File: src/rtl/aes_block_buffer.sv
// Block-assembly buffer for the AES256 datapath.
// Narrow byte-beats are packed into a slot of a small block FIFO. Each
// complete block is then presented byte-parallel to the cipher core.
// The block sets a sticky error flag on framing faults. clr flushes all
// stored blocks and the partial block without erasing slot data.
module aes_block_buffer #(
    parameter int N_BYTES    = 16,
    parameter int BEAT_BYTES = 4,
    parameter int DEPTH      = 2
) (
    input  logic                               clk,
    input  logic                               resetn,
    input  logic                               clr,
    input  logic                               in_valid,
    output logic                               in_ready,
    input  logic [BEAT_BYTES-1:0][7:0]         in_data,
    input  logic                               in_last,
    output logic                               out_valid,
    input  logic                               out_ready,
    output logic [N_BYTES-1:0][7:0]            out_data,
    output logic [$clog2(DEPTH+1)-1:0]         count,
    output logic                               reg_full,
    output logic                               err
);

    localparam int N_BEATS = N_BYTES / BEAT_BYTES;
    localparam int PTR_W   = $clog2(DEPTH);
    localparam int CNT_W   = $clog2(DEPTH + 1);
    localparam int K_W     = (N_BEATS > 1) ? $clog2(N_BEATS) : 1;
    localparam logic [K_W-1:0]   K_LAST   = K_W'(N_BEATS - 1);
    localparam logic [CNT_W-1:0] CNT_FULL = CNT_W'(DEPTH);

    logic [N_BYTES-1:0][7:0] mem_q [DEPTH];
    logic [PTR_W-1:0]        wr_ptr_q, wr_ptr_d;
    logic [PTR_W-1:0]        rd_ptr_q, rd_ptr_d;
    logic [K_W-1:0]          k_q, k_d;
    logic [CNT_W-1:0]        count_q, count_d;
    logic                    err_q, err_d;
    logic                    accept, pop, last_beat, commit;

    // in_ready depends on registered state only, so a pop in the same cycle
    // cannot free room for a beat until the following cycle.
    assign in_ready  = resetn && (count_q != CNT_FULL);
    assign out_valid = (count_q != '0);
    assign out_data  = mem_q[rd_ptr_q];
    assign count     = count_q;
    assign reg_full  = (count_q == CNT_FULL);
    assign err       = err_q;

    // A beat or a pop that arrives in a clr cycle is ignored.
    assign accept    = in_valid && in_ready && !clr;
    assign pop       = out_valid && out_ready && !clr;
    assign last_beat = (k_q == K_LAST);
    assign commit    = accept && last_beat;

    // Next-state logic for pointers, beat index, block count and error flag.
    always_comb begin
        // NOTE: every output of this block is given a default first, so no path leaves one unassigned and no latch is inferred.
        wr_ptr_d = wr_ptr_q;
        rd_ptr_d = rd_ptr_q;
        k_d      = k_q;
        count_d  = count_q;
        err_d    = err_q;
        if (clr) begin
            wr_ptr_d = '0;
            rd_ptr_d = '0;
            k_d      = '0;
            count_d  = '0;
            err_d    = 1'b0;
        end else begin
            if (accept) begin
                if (last_beat) begin
                    // A full block always commits. A missing in_last is only flagged.
                    k_d      = '0;
                    wr_ptr_d = wr_ptr_q + 1'b1;
                    if (!in_last) err_d = 1'b1;
                end else if (in_last) begin
                    // An early in_last drops the partial block.
                    k_d   = '0;
                    err_d = 1'b1;
                end else begin
                    k_d = k_q + 1'b1;
                end
            end
            if (pop) rd_ptr_d = rd_ptr_q + 1'b1;
            case ({commit, pop})
                2'b10:   count_d = count_q + 1'b1;
                2'b01:   count_d = count_q - 1'b1;
                default: count_d = count_q;
            endcase
        end
    end

    // Control state registers.
    always_ff @(posedge clk) begin
        // NOTE: sequential state uses non-blocking assignment, so every register samples pre-edge values.
        if (!resetn) begin
            wr_ptr_q <= '0;
            rd_ptr_q <= '0;
            k_q      <= '0;
            count_q  <= '0;
            err_q    <= 1'b0;
        end else begin
            wr_ptr_q <= wr_ptr_d;
            rd_ptr_q <= rd_ptr_d;
            k_q      <= k_d;
            count_q  <= count_d;
            err_q    <= err_d;
        end
    end

    // Slot storage. Each accepted beat is written straight into the write slot.
    always_ff @(posedge clk) begin
        // NOTE: the slots are reset deliberately. out_data must read zero after reset, and clr keeps the slot contents.
        if (!resetn) begin
            for (int s = 0; s < DEPTH; s++) mem_q[s] <= '0;
        end else if (accept) begin
            for (int b = 0; b < N_BEATS; b++) begin
                if (k_q == K_W'(b)) mem_q[wr_ptr_q][b*BEAT_BYTES +: BEAT_BYTES] <= in_data;
            end
        end
    end

endmodule

File: config.mk
export PLATFORM = sky130hd
export DESIGN_NAME = aes_block_buffer
export DESIGN_NICKNAME = d
export VERILOG_FILES = /design/src/rtl/aes_block_buffer.sv
export SDC_FILE = /design/constraint.sdc
export NUM_CORES = 1
export LEC_CHECK = 0
export ABC_AREA = 1
export CORE_ASPECT_RATIO = 2
export CORE_MARGIN = 8
export CORE_UTILIZATION = 54
export DETAILED_ROUTE_END_ITERATION = 10
export PLACE_DENSITY = 0.8
export SLEW_MARGIN = 20
export SYNTH_ARGS = -nofsm -noshare
export SYNTH_HDL_FRONTEND = slang
export SYNTH_SLANG_ARGS = --single-unit
File: constraint.sdc
create_clock -name clk -period 3.69 [get_ports clk]
set_clock_uncertainty 0.05 [all_clocks]
set_input_delay 0.9225 -clock clk [delete_from_list [all_inputs] [get_ports clk]]
set_output_delay 0.9225 -clock clk [all_outputs]
set_load 0.03 [all_outputs]
==> results of run 1 <==
per-layer routing:
metal	vias to the layer above	share of wire	GRT usage
met2	208	0.59	0.4001
met1	3374	0.33	0.1917
met3	52	0.046	0.03076
li1	3078	-	-
met5	-	0	0
met4	0	0.037	0.1036
final timing paths:
path / from / to / slack, ps / cells past startpoint
max: register / out_data[111] / 300 / 3
min: rd_ptr_q / register / 420 / 2
max reg2reg: count[0] / mem_q[0][68] / 1740 / 5
min reg2reg: rd_ptr_q / register / 420 / 2
where the power goes:
group	total (mW)	switching, mW	internal (mW)
registers	3.41	0.0259	3.38
clock network	2.27	1.03	1.24
logic	0.527	0.327	0.200
state kept, by name (all words and copies together), names as in the netlist, named ones only:
name,cells
count,2
err,1
k_q,2
mem_q,256
rd_ptr_q,1
wr_ptr_q,1
final cells by class:
cell class | instances | area [um^2]
fill | 1478 | 6479
multi-input combinational | 442 | 2875
clock inverter | 15 | 137.6
inverter | 44 | 165.2
tap | 266 | 332.8
antenna | 1 | 2.502
timing repair buffer | 193 | 1964
sequential | 264 | 7851
clock buffer | 25 | 561.8
cell usage in the layout, fill, tap and decap left out:
| master | Yosys | routed |
|---|---|---|
| clkinvlp_4 | 0 | 3 |
| or2_2 | 1 | 1 |
| clkbuf_16 | 0 | 22 |
| inv_1 | 41 | 41 |
| nand3_2 | 2 | 2 |
| diode_2 | 0 | 1 |
| a31oi_1 | 1 | 1 |
| nand4_1 | 1 | 1 |
| clkinv_1 | 0 | 5 |
| clkinv_8 | 0 | 1 |
| buf_4 | 4 | 15 |
| o21ai_0 | 4 | 4 |
| inv_2 | 3 | 3 |
| ha_1 | 5 | 5 |
| nand3_1 | 2 | 2 |
| clkdlybuf4s50_1 | 0 | 171 |
| clkbuf_1 | 1 | 3 |
| nand2_1 | 18 | 10 |
| a21oi_1 | 5 | 5 |
| nor2_2 | 21 | 21 |
| mux2_2 | 128 | 128 |
| bufinv_16 | 0 | 2 |
| dfxtp_4 | 0 | 1 |
| dfxtp_1 | 8 | 7 |
| nand3_4 | 6 | 6 |
| edfxtp_1 | 256 | 256 |
| xor2_1 | 1 | 1 |
| nor2_4 | 2 | 2 |
| clkinv_2 | 0 | 4 |
| nor2_1 | 244 | 244 |
| buf_12 | 0 | 7 |
| nand2_2 | 1 | 9 |
per-stage QoR:
| stage | cells | setup WS, ps | util |
|---|---|---|---|
| 3_3_place_gp | 1209 | 446.0 | 0.6475 |
| 3_5_place_dp | 1209 | 452.5 | 0.6475 |
| 2_1_floorplan | 790 | 819.6 | - |
| 5_1_grt | 1249 | 215.8 | 0.6818 |
| 6_report | 1250 | 296.3 | 0.6819 |
| 4_1_cts | 1249 | 267.7 | 0.6818 |
critical path: stages (launching register included):
cell and delay [ps]:
dfxtp_4 500, buf_12 340, mux2_2 420, clkdlybuf4s50_1 610
cell families after synthesis:
| logic type | count (synthesis) |
|---|---|
| mux | 128 |
| compound gates | 10 |
| xor+xnor | 1 |
| buf+inv | 84 |
| flops | 264 |
| simple gates | 298 |
| fa+ha+maj | 5 |
==> reports/metrics.cfg, run 1 <==
[grt]
antenna_found_initial=0
grt_first_pass_wirelength_um=39730
grt_pass1_vias=7156
grt_usage=0.2005
overflow=0
grt_max_degree=60

[route]
firstDrtPassIters=5
wl_per_cell_um=21.06
first_iter_violations=459
antenna_left=0
route.vias.total=6712
drcViolationCount=0
vias_per_cell=5.370
wl_um=26330

[synth]
ys_ff_latch=264
synth.area.mux_share=0.1289
postSynth.asyncResetShare=0
yosysSeqAreaShare=0.7019
synth_edf_count=256
synth_top_area_share=0.6876
synth_cell_types=25
yosysTopAreaCell=edfxtp_1
synthesis.instances=790
synth_commonest_cells=256 x edfxtp_1, 244 x nor2_1, 128 x mux2_2
post-synth-top-count-cell=edfxtp_1
synthXorXnorAreaFrac=0.0007833
syn_area_um2=11180
syn_area_per_cell_um2=14.15
ys.flop_type=edfxtp_1
synth_simple_gate_area_frac=0.1155
ys_warn_count=0
synth_compound_gate_area_share=0.004588
syn_nets=833
synth_fa_ha_area_frac=0.005595
synth_area_leaders=edfxtp_1 69%, mux2_2 13%, nor2_1 8.2%
synth_top_family_by_area=multiplexers

[clock_tree]
cts_setup_buffers=0
clk_pin_slew_worst_paths_ps=60
cts_buffers=22
clk_latency_ps=500
root_buffer=clkbuf_16
cts.sinks=264
clock_path_buffers=3
h-tree-depth=1
ctsResizeCount=0
cts_hold_buf=0
tritoncts=done

[critical_path]
arrival_ps=2420
crit_path_max_fanout=59
critPathLaunchType=register
cp-end-kind=output port
crit_type=reg -> out
cp.required_ps=2720

[hold_path]
hold_class=reg -> reg

[finish]
final_nets=1010
final_layout_size_suffix_gt1_frac=0.2309
syn2layout_area_growth_pct=24.24
design_area_um2=13890

[outcome]
status=finished, final reports clean

[die]
die_h_um=219.5
start_util=0.5489
die_w_um=117.7
io_pins=172
dieArea_um2=25840
core.rowCount=74
core_area_um2=20370

[timing]
fin_hold_ws_ps=418.9
timing.final.crit_share=0.9197
hold_violations=0
fin_crit_ps=3394
clock.fmax_mhz=294.7
rsz0062_at_grt=no
setup_tns_ps=0
setup_violations=0
timing.slew.headroom=0.6379
tightest_slew_ps=543.2
slew_viol_final=0

[power_and_ir_drop]
vdd.ir_drop.worst_uv=398.0
p_leak_nw=5.268
powerDensity_nw_per_um2=446.9
p_total_mw=6.207

[placement]
place_congestion=0.7682
place_area_um2=13190
hpwlAfterDp_um=17630
portBuffers=171

[flow_run]
drv_cap=0

(Power assumes the default switching activity.)
==> run 2: changes to the inputs <==
--- a/config.mk
+++ b/config.mk
@@ -8,9 +8,9 @@
 export ABC_AREA = 1
 export CORE_ASPECT_RATIO = 2
 export CORE_MARGIN = 8
-export CORE_UTILIZATION = 54
+export CORE_UTILIZATION = 40
 export DETAILED_ROUTE_END_ITERATION = 10
-export PLACE_DENSITY = 0.8
+export PLACE_DENSITY = 0.62
 export SLEW_MARGIN = 20
 export SYNTH_ARGS = -nofsm -noshare
 export SYNTH_HDL_FRONTEND = slang
==> run 2 against run 1 <==
Sequential share of layout area shrank 0.67 points; cell count grew 7.3%; register-to-register slack lost 70 ps; first-iteration DRC count shrank 22%; sequential cell count is the same; routed wire length grew 5.3%; fmax shrank 1.5%; hold slack gained 6.9 ps; largest cell class unchanged; setup slack lost 51 ps; final area grew 1.2%; core utilization shrank 17 points; combinational power is essentially flat.
==> reports/metrics.cfg, run 2 (synthesized netlist as in run 1, its figures left out) <==
[outcome]
status=finished, final reports clean

[timing]
finalWorstSetupSlack_ps=245.8  ; -50.54 ps
setup_violations=0  ; unchanged
fin_crit_ps=3444  ; +50.54 ps
slew_viol_final=0  ; unchanged
hold_violations=0  ; unchanged
clock.fmax_mhz=290.3  ; -1.5%
rsz0062_at_grt=no
setup_tns_ps=0  ; unchanged
fin_hold_ws_ps=425.9  ; +6.936 ps
timing.final.crit_share=0.9334  ; +0.01370
tightest_slew_ps=491.1  ; -52.11 ps
timing.slew.headroom=0.6718  ; +0.03396

[route]
route.vias.total=6586  ; -1.9%
firstDrtPassIters=4  ; -1
antenna_left=0  ; unchanged
first_iter_violations=358  ; -22%
wl_um=27730  ; +5.3%
drcViolationCount=0  ; unchanged
wl_per_cell_um=20.67  ; -1.9%
vias_per_cell=4.911  ; -8.5%

[critical_path]
critPathLaunchType=register
arrival_ps=2470  ; +50 ps
reg2regPathDepth=6  ; +1
r2r_slack_ps=1670  ; -70 ps
crit_type=reg -> out
crit_path_max_fanout=24  ; -59%
reg2reg_to=mem_q[0][80]
rr_startpoint=count[1]
cp-end-kind=output port
cp.required_ps=2720  ; about the same

[hold_path]
whs_path_depth=2  ; unchanged
hp-start=rd_ptr_q
hold_class=reg -> reg

[grt]
overflow=0  ; unchanged
met1_usage=0.1595  ; -0.03219
met3_usage=0.02329  ; -0.007473
grt_pass1_vias=6938  ; -3.0%
antenna_found_initial=1  ; +1
grt_max_degree=46  ; -23%
top_usage_layer=met2
use_met2=0.3193  ; -0.08080
grt_first_pass_wirelength_um=41140  ; +3.5%
grt_usage=0.1617  ; -0.03875

[die]
die_h_um=252.4  ; +15%
dieArea_um2=33880  ; +31%
core.rowCount=86  ; +16%
io_pins=172  ; unchanged
start_util=0.4059  ; -0.1430
core_area_um2=27550  ; +35%
die_w_um=134.2  ; +14%

[power_and_ir_drop]
vdd.ir_drop.worst_uv=369.4  ; -7.2%
p_leak_nw=5.312  ; +0.83%
p_sw_mw=1.414  ; +2.5%
p_clk_frac=0.380  ; +0.014
p_int_mw=4.943  ; +2.4%
p_total_mw=6.357  ; +2.4%
powerDensity_nw_per_um2=452.2  ; +1.2%
combPwrFrac=0.083  ; -0.002
sw_frac_of_total=0.2224  ; about the same
p_seq_frac=0.536  ; -0.013

[placement]
portBuffers=171  ; unchanged
pre_cts_ws_ps=413.5  ; -38.92 ps
place_congestion=0.7513  ; -2.2%
place_area_um2=13300  ; +0.83%
hpwlAfterDp_um=18560  ; +5.3%
place_inst=1297  ; +7.3%

[finish]
finalNonFillerCells=1341  ; +7.3%
final_cell_mix=256 x edfxtp_1, 244 x nor2_1, 171 x clkdlybuf4s50_1, 128 x mux2_2, 41 x inv_1
final_util=0.5104  ; -0.1716
design_area_um2=14060  ; +1.2%
final_nets=1014  ; +0.40%
syn2layout_area_growth_pct=25.74
final_layout_size_suffix_gt1_frac=0.2328  ; +0.001868
top_register=mem_q
final_common_cell=edfxtp_1
fill_cells=2414  ; +63%
largest_register_ffs=256  ; unchanged

[clock_tree]
root_buffer=clkbuf_16
h-tree-depth=1  ; unchanged
clk_pin_slew_worst_paths_ps=60  ; about the same
cts_hold_buf=0  ; unchanged
tritoncts=done
clk_latency_ps=520  ; +20 ps
clock_path_buffers=3  ; unchanged
cts.sinks=264  ; unchanged
cts_setup_buffers=0  ; unchanged
cts_buffers=24  ; +9.1%
ctsResizeCount=0  ; unchanged

[flow_run]
drv_cap=0  ; unchanged

run 2: cell types whose count changed in the layout (fill, tap and decap cells not counted):
cell        delta
clkbuf_16      +3
bufinv_16      -1
clkinv_1       -3
buf_4          +3
clkbuf_1       +5
buf_12         -1
clkbuf_8       +2
clkinvlp_4     -3
run 2: area by class of cell:
cell class,count,area (um^2),area share
diodes,1,2.502,0.0001780
inverters,44,165.2,0.01175
multi-input cells,442,2875,0.2045
repair buffers,195,1967,0.1399
flip-flops and latches,264,7851,0.5585
clock buffers,35,683.2,0.04859
well taps,352,440.4,0.03133
clock inverters,8,73.82,0.005251
run 2: power groups by stage:
stage | combinational (mW) | clock, mW | sequential (mW)
2_1_floorplan | 0.279 | 0 | 3.47
3_3_place_gp | 0.539 | 0 | 3.47
3_5_place_dp | 0.540 | 0 | 3.48
4_1_cts | 0.542 | 2.46 | 3.41
5_1_grt | 0.560 | 2.57 | 3.42
6_report | 0.530 | 2.42 | 3.41
run 2: worst max-delay path by stage:
stage	to	slack [ps]	cells after the start
after floorplan	mem_q[1][100]	820	7
after global placement	in_ready	410	4
after detailed placement	in_ready	410	4
after CTS	out_data[91]	190	3
after global routing	out_data[91]	170	3
final	out_data[91]	250	3
run 2: critical path, stage by stage (launching register included):
cell             delay, ps
dfxtp_4                520
buf_4                  380
mux2_2                 420
clkdlybuf4s50_1        610
run 2: metal layers:
layer,routed length [um],vias to the layer above,part of all wire
li1,-,3095,-
met1,9454,3273,0.34
met2,16080,169,0.58
met3,1326,49,0.048
met4,865,0,0.031
met5,0,-,0
==> run 3: changes to the inputs <==
--- a/config.mk
+++ b/config.mk
@@ -6,9 +6,10 @@
 export NUM_CORES = 1
 export LEC_CHECK = 0
 export ABC_AREA = 1
+export ABC_CLOCK_PERIOD_IN_PS = 3690
 export CORE_ASPECT_RATIO = 2
-export CORE_MARGIN = 8
 export CORE_UTILIZATION = 40
+export CTS_BUF_LIST = sky130_fd_sc_hd__clkbuf_8
 export DETAILED_ROUTE_END_ITERATION = 10
 export PLACE_DENSITY = 0.62
 export SLEW_MARGIN = 20
==> run 3 against run 2 <==
Register-to-register slack got worse by 30 ps; critical path depth did not move; final area fell by 0.82%; non-clock buffer count did not move; combinational power fell by 0.9%; setup slack got worse by 16 ps; critical endpoint is now out_data[101]; highest routed layer unchanged.
==> reports/metrics.cfg, run 3 (synthesized netlist as in run 1, its figures left out) <==
[clock_tree]
clk_latency_ps=530  ; about the same
root_buffer=clkbuf_8
cts_setup_buffers=0  ; unchanged
cts_hold_buf=0  ; unchanged
clk_pin_slew_worst_paths_ps=60  ; about the same
ctsResizeCount=0  ; unchanged
cts_buffers=37  ; +54%
tritoncts=done
clock_path_buffers=3  ; unchanged
h-tree-depth=2  ; +1
cts.sinks=264  ; unchanged

[grt]
grt_pass1_vias=6885  ; -0.76%
antenna_found_initial=1  ; unchanged
grt_usage=0.1899  ; +0.02816
grt_max_degree=51  ; +11%
grt_first_pass_wirelength_um=39990  ; -2.8%
overflow=0  ; unchanged

[route]
antenna_left=0  ; unchanged
route.vias.total=6596  ; +0.15%
vias_per_cell=4.843  ; -1.4%
first_iter_violations=337  ; -5.9%
firstDrtPassIters=4  ; unchanged
wl_per_cell_um=19.54  ; -5.5%
wl_um=26620  ; -4.0%
drcViolationCount=0  ; unchanged

[power_and_ir_drop]
vdd.ir_drop.worst_uv=295.7  ; -20%
p_leak_nw=5.317  ; about the same
powerDensity_nw_per_um2=428.7  ; -5.2%
p_total_mw=5.977  ; -6.0%

[critical_path]
critPathLaunchType=register
critical-path-slowest-cell=clkdlybuf4s50_1
cpPeakStageDelay_ps=650  ; +40 ps
crit_type=reg -> out
arrival_ps=2490  ; +20 ps
crit_path_max_fanout=50  ; +110%
cp.required_ps=2720  ; about the same
path_cells=buf_12 > mux2_2 > clkdlybuf4s50_1
cp-end-kind=output port

[die]
core.rowCount=86  ; unchanged
dieArea_um2=28670  ; -15%
io_pins=172  ; unchanged
start_util=0.4059  ; unchanged
die_w_um=120.2  ; -10%
core_area_um2=27550  ; unchanged
die_h_um=238.4  ; -5.5%

[timing]
rsz0062_at_grt=no
timing.slew.headroom=0.6757  ; +0.003853
hold_violations=0  ; unchanged
clock.fmax_mhz=289.0  ; -0.45%
fin_hold_ws_ps=429.0  ; +3.086 ps
timing.final.crit_share=0.9377  ; +0.004263
slew_viol_final=0  ; unchanged
tightest_slew_ps=485.3  ; -5.766 ps
fin_crit_ps=3460  ; +15.73 ps
setup_tns_ps=0  ; unchanged
setup_violations=0  ; unchanged

[finish]
fill_cells=2480  ; +2.7%
multi_input_area_um2=2875  ; unchanged
final_common_cell=edfxtp_1
syn2layout_area_growth_pct=24.71
largest_register_ffs=256  ; unchanged
final_nets=1027  ; +1.3%
final_cell_mix=256 x edfxtp_1, 244 x nor2_1, 171 x clkdlybuf4s50_1, 128 x mux2_2, 55 x inv_1
top_register=mem_q
seq_area_um2=7851  ; unchanged
finalNonFillerCells=1362  ; +1.6%
final_layout_size_suffix_gt1_frac=0.2389  ; +0.006057

[placement]
place_inst=1297  ; unchanged
hpwlAfterDp_um=17710  ; -4.6%
portBuffers=171  ; unchanged
place_congestion=0.7606  ; +1.2%

[flow_run]
drv_cap=0  ; unchanged

[hold_path]
hold_class=reg -> reg

[outcome]
status=finished, final reports clean

## run 3: cell types whose count changed in the layout (fill, tap and decap cells not counted), sizes merged
cell	previous run	this run
bufinv	1	0
clkbuf	35	39
clkinv	7	9
clkinvlp	0	2
inv	44	58
## run 3: path summary, 6_finish.rpt
path	cells after the start	from	slack (ps)	to
hold reg to reg	2	rd_ptr_q	430	register
hold / removal	2	rd_ptr_q	430	register
setup / recovery	3	register	230	out_data[101]
setup reg to reg	5	count[0]	1640	mem_q[1][104]
## run 3: through the flow
stage	util	area (um^2)	setup WS, ps
final	0.5062	13940	230.1
after global routing	0.5062	13940	128.1
after CTS	0.5061	13940	168.4
after detailed placement	0.4828	13300	370.5
after global placement	0.4828	13300	384.8
after floorplan	-	11180	819.6
## run 3: per-layer routing
metal,up-vias,part of all wire,track usage
met1,3259,0.35,0.1911
met2,167,0.58,0.3791
li1,3119,-,-
met3,51,0.036,0.02390
met4,0,0.031,0.08006
met5,-,0,0
## run 3: critical path: cells and delay by family (launching register included)
kind | cells | cell delay, ps
muxes | 1 | 380
DFF | 1 | 560
buffers and inverters | 2 | 960
## run 3: layout make-up
| cell class | count | area share |
|---|---|---|
| Tap cell | 352 | 0.03159 |
| Clock inverter | 25 | 0.007538 |
| Multi-Input combinational cell | 442 | 0.2062 |
| Antenna cell | 1 | 0.0001795 |
| Inverter | 44 | 0.01184 |
| Sequential cell | 264 | 0.5631 |
| Clock buffer | 39 | 0.03850 |
| Timing Repair Buffer | 195 | 0.1411 |
## run 3: power breakdown
| group | total, mW | internal, mW | switching, mW |
|---|---|---|---|
| logic | 0.525 | 0.199 | 0.326 |
| registers | 3.41 | 3.39 | 0.0260 |
| clock network | 2.04 | 0.977 | 1.06 |
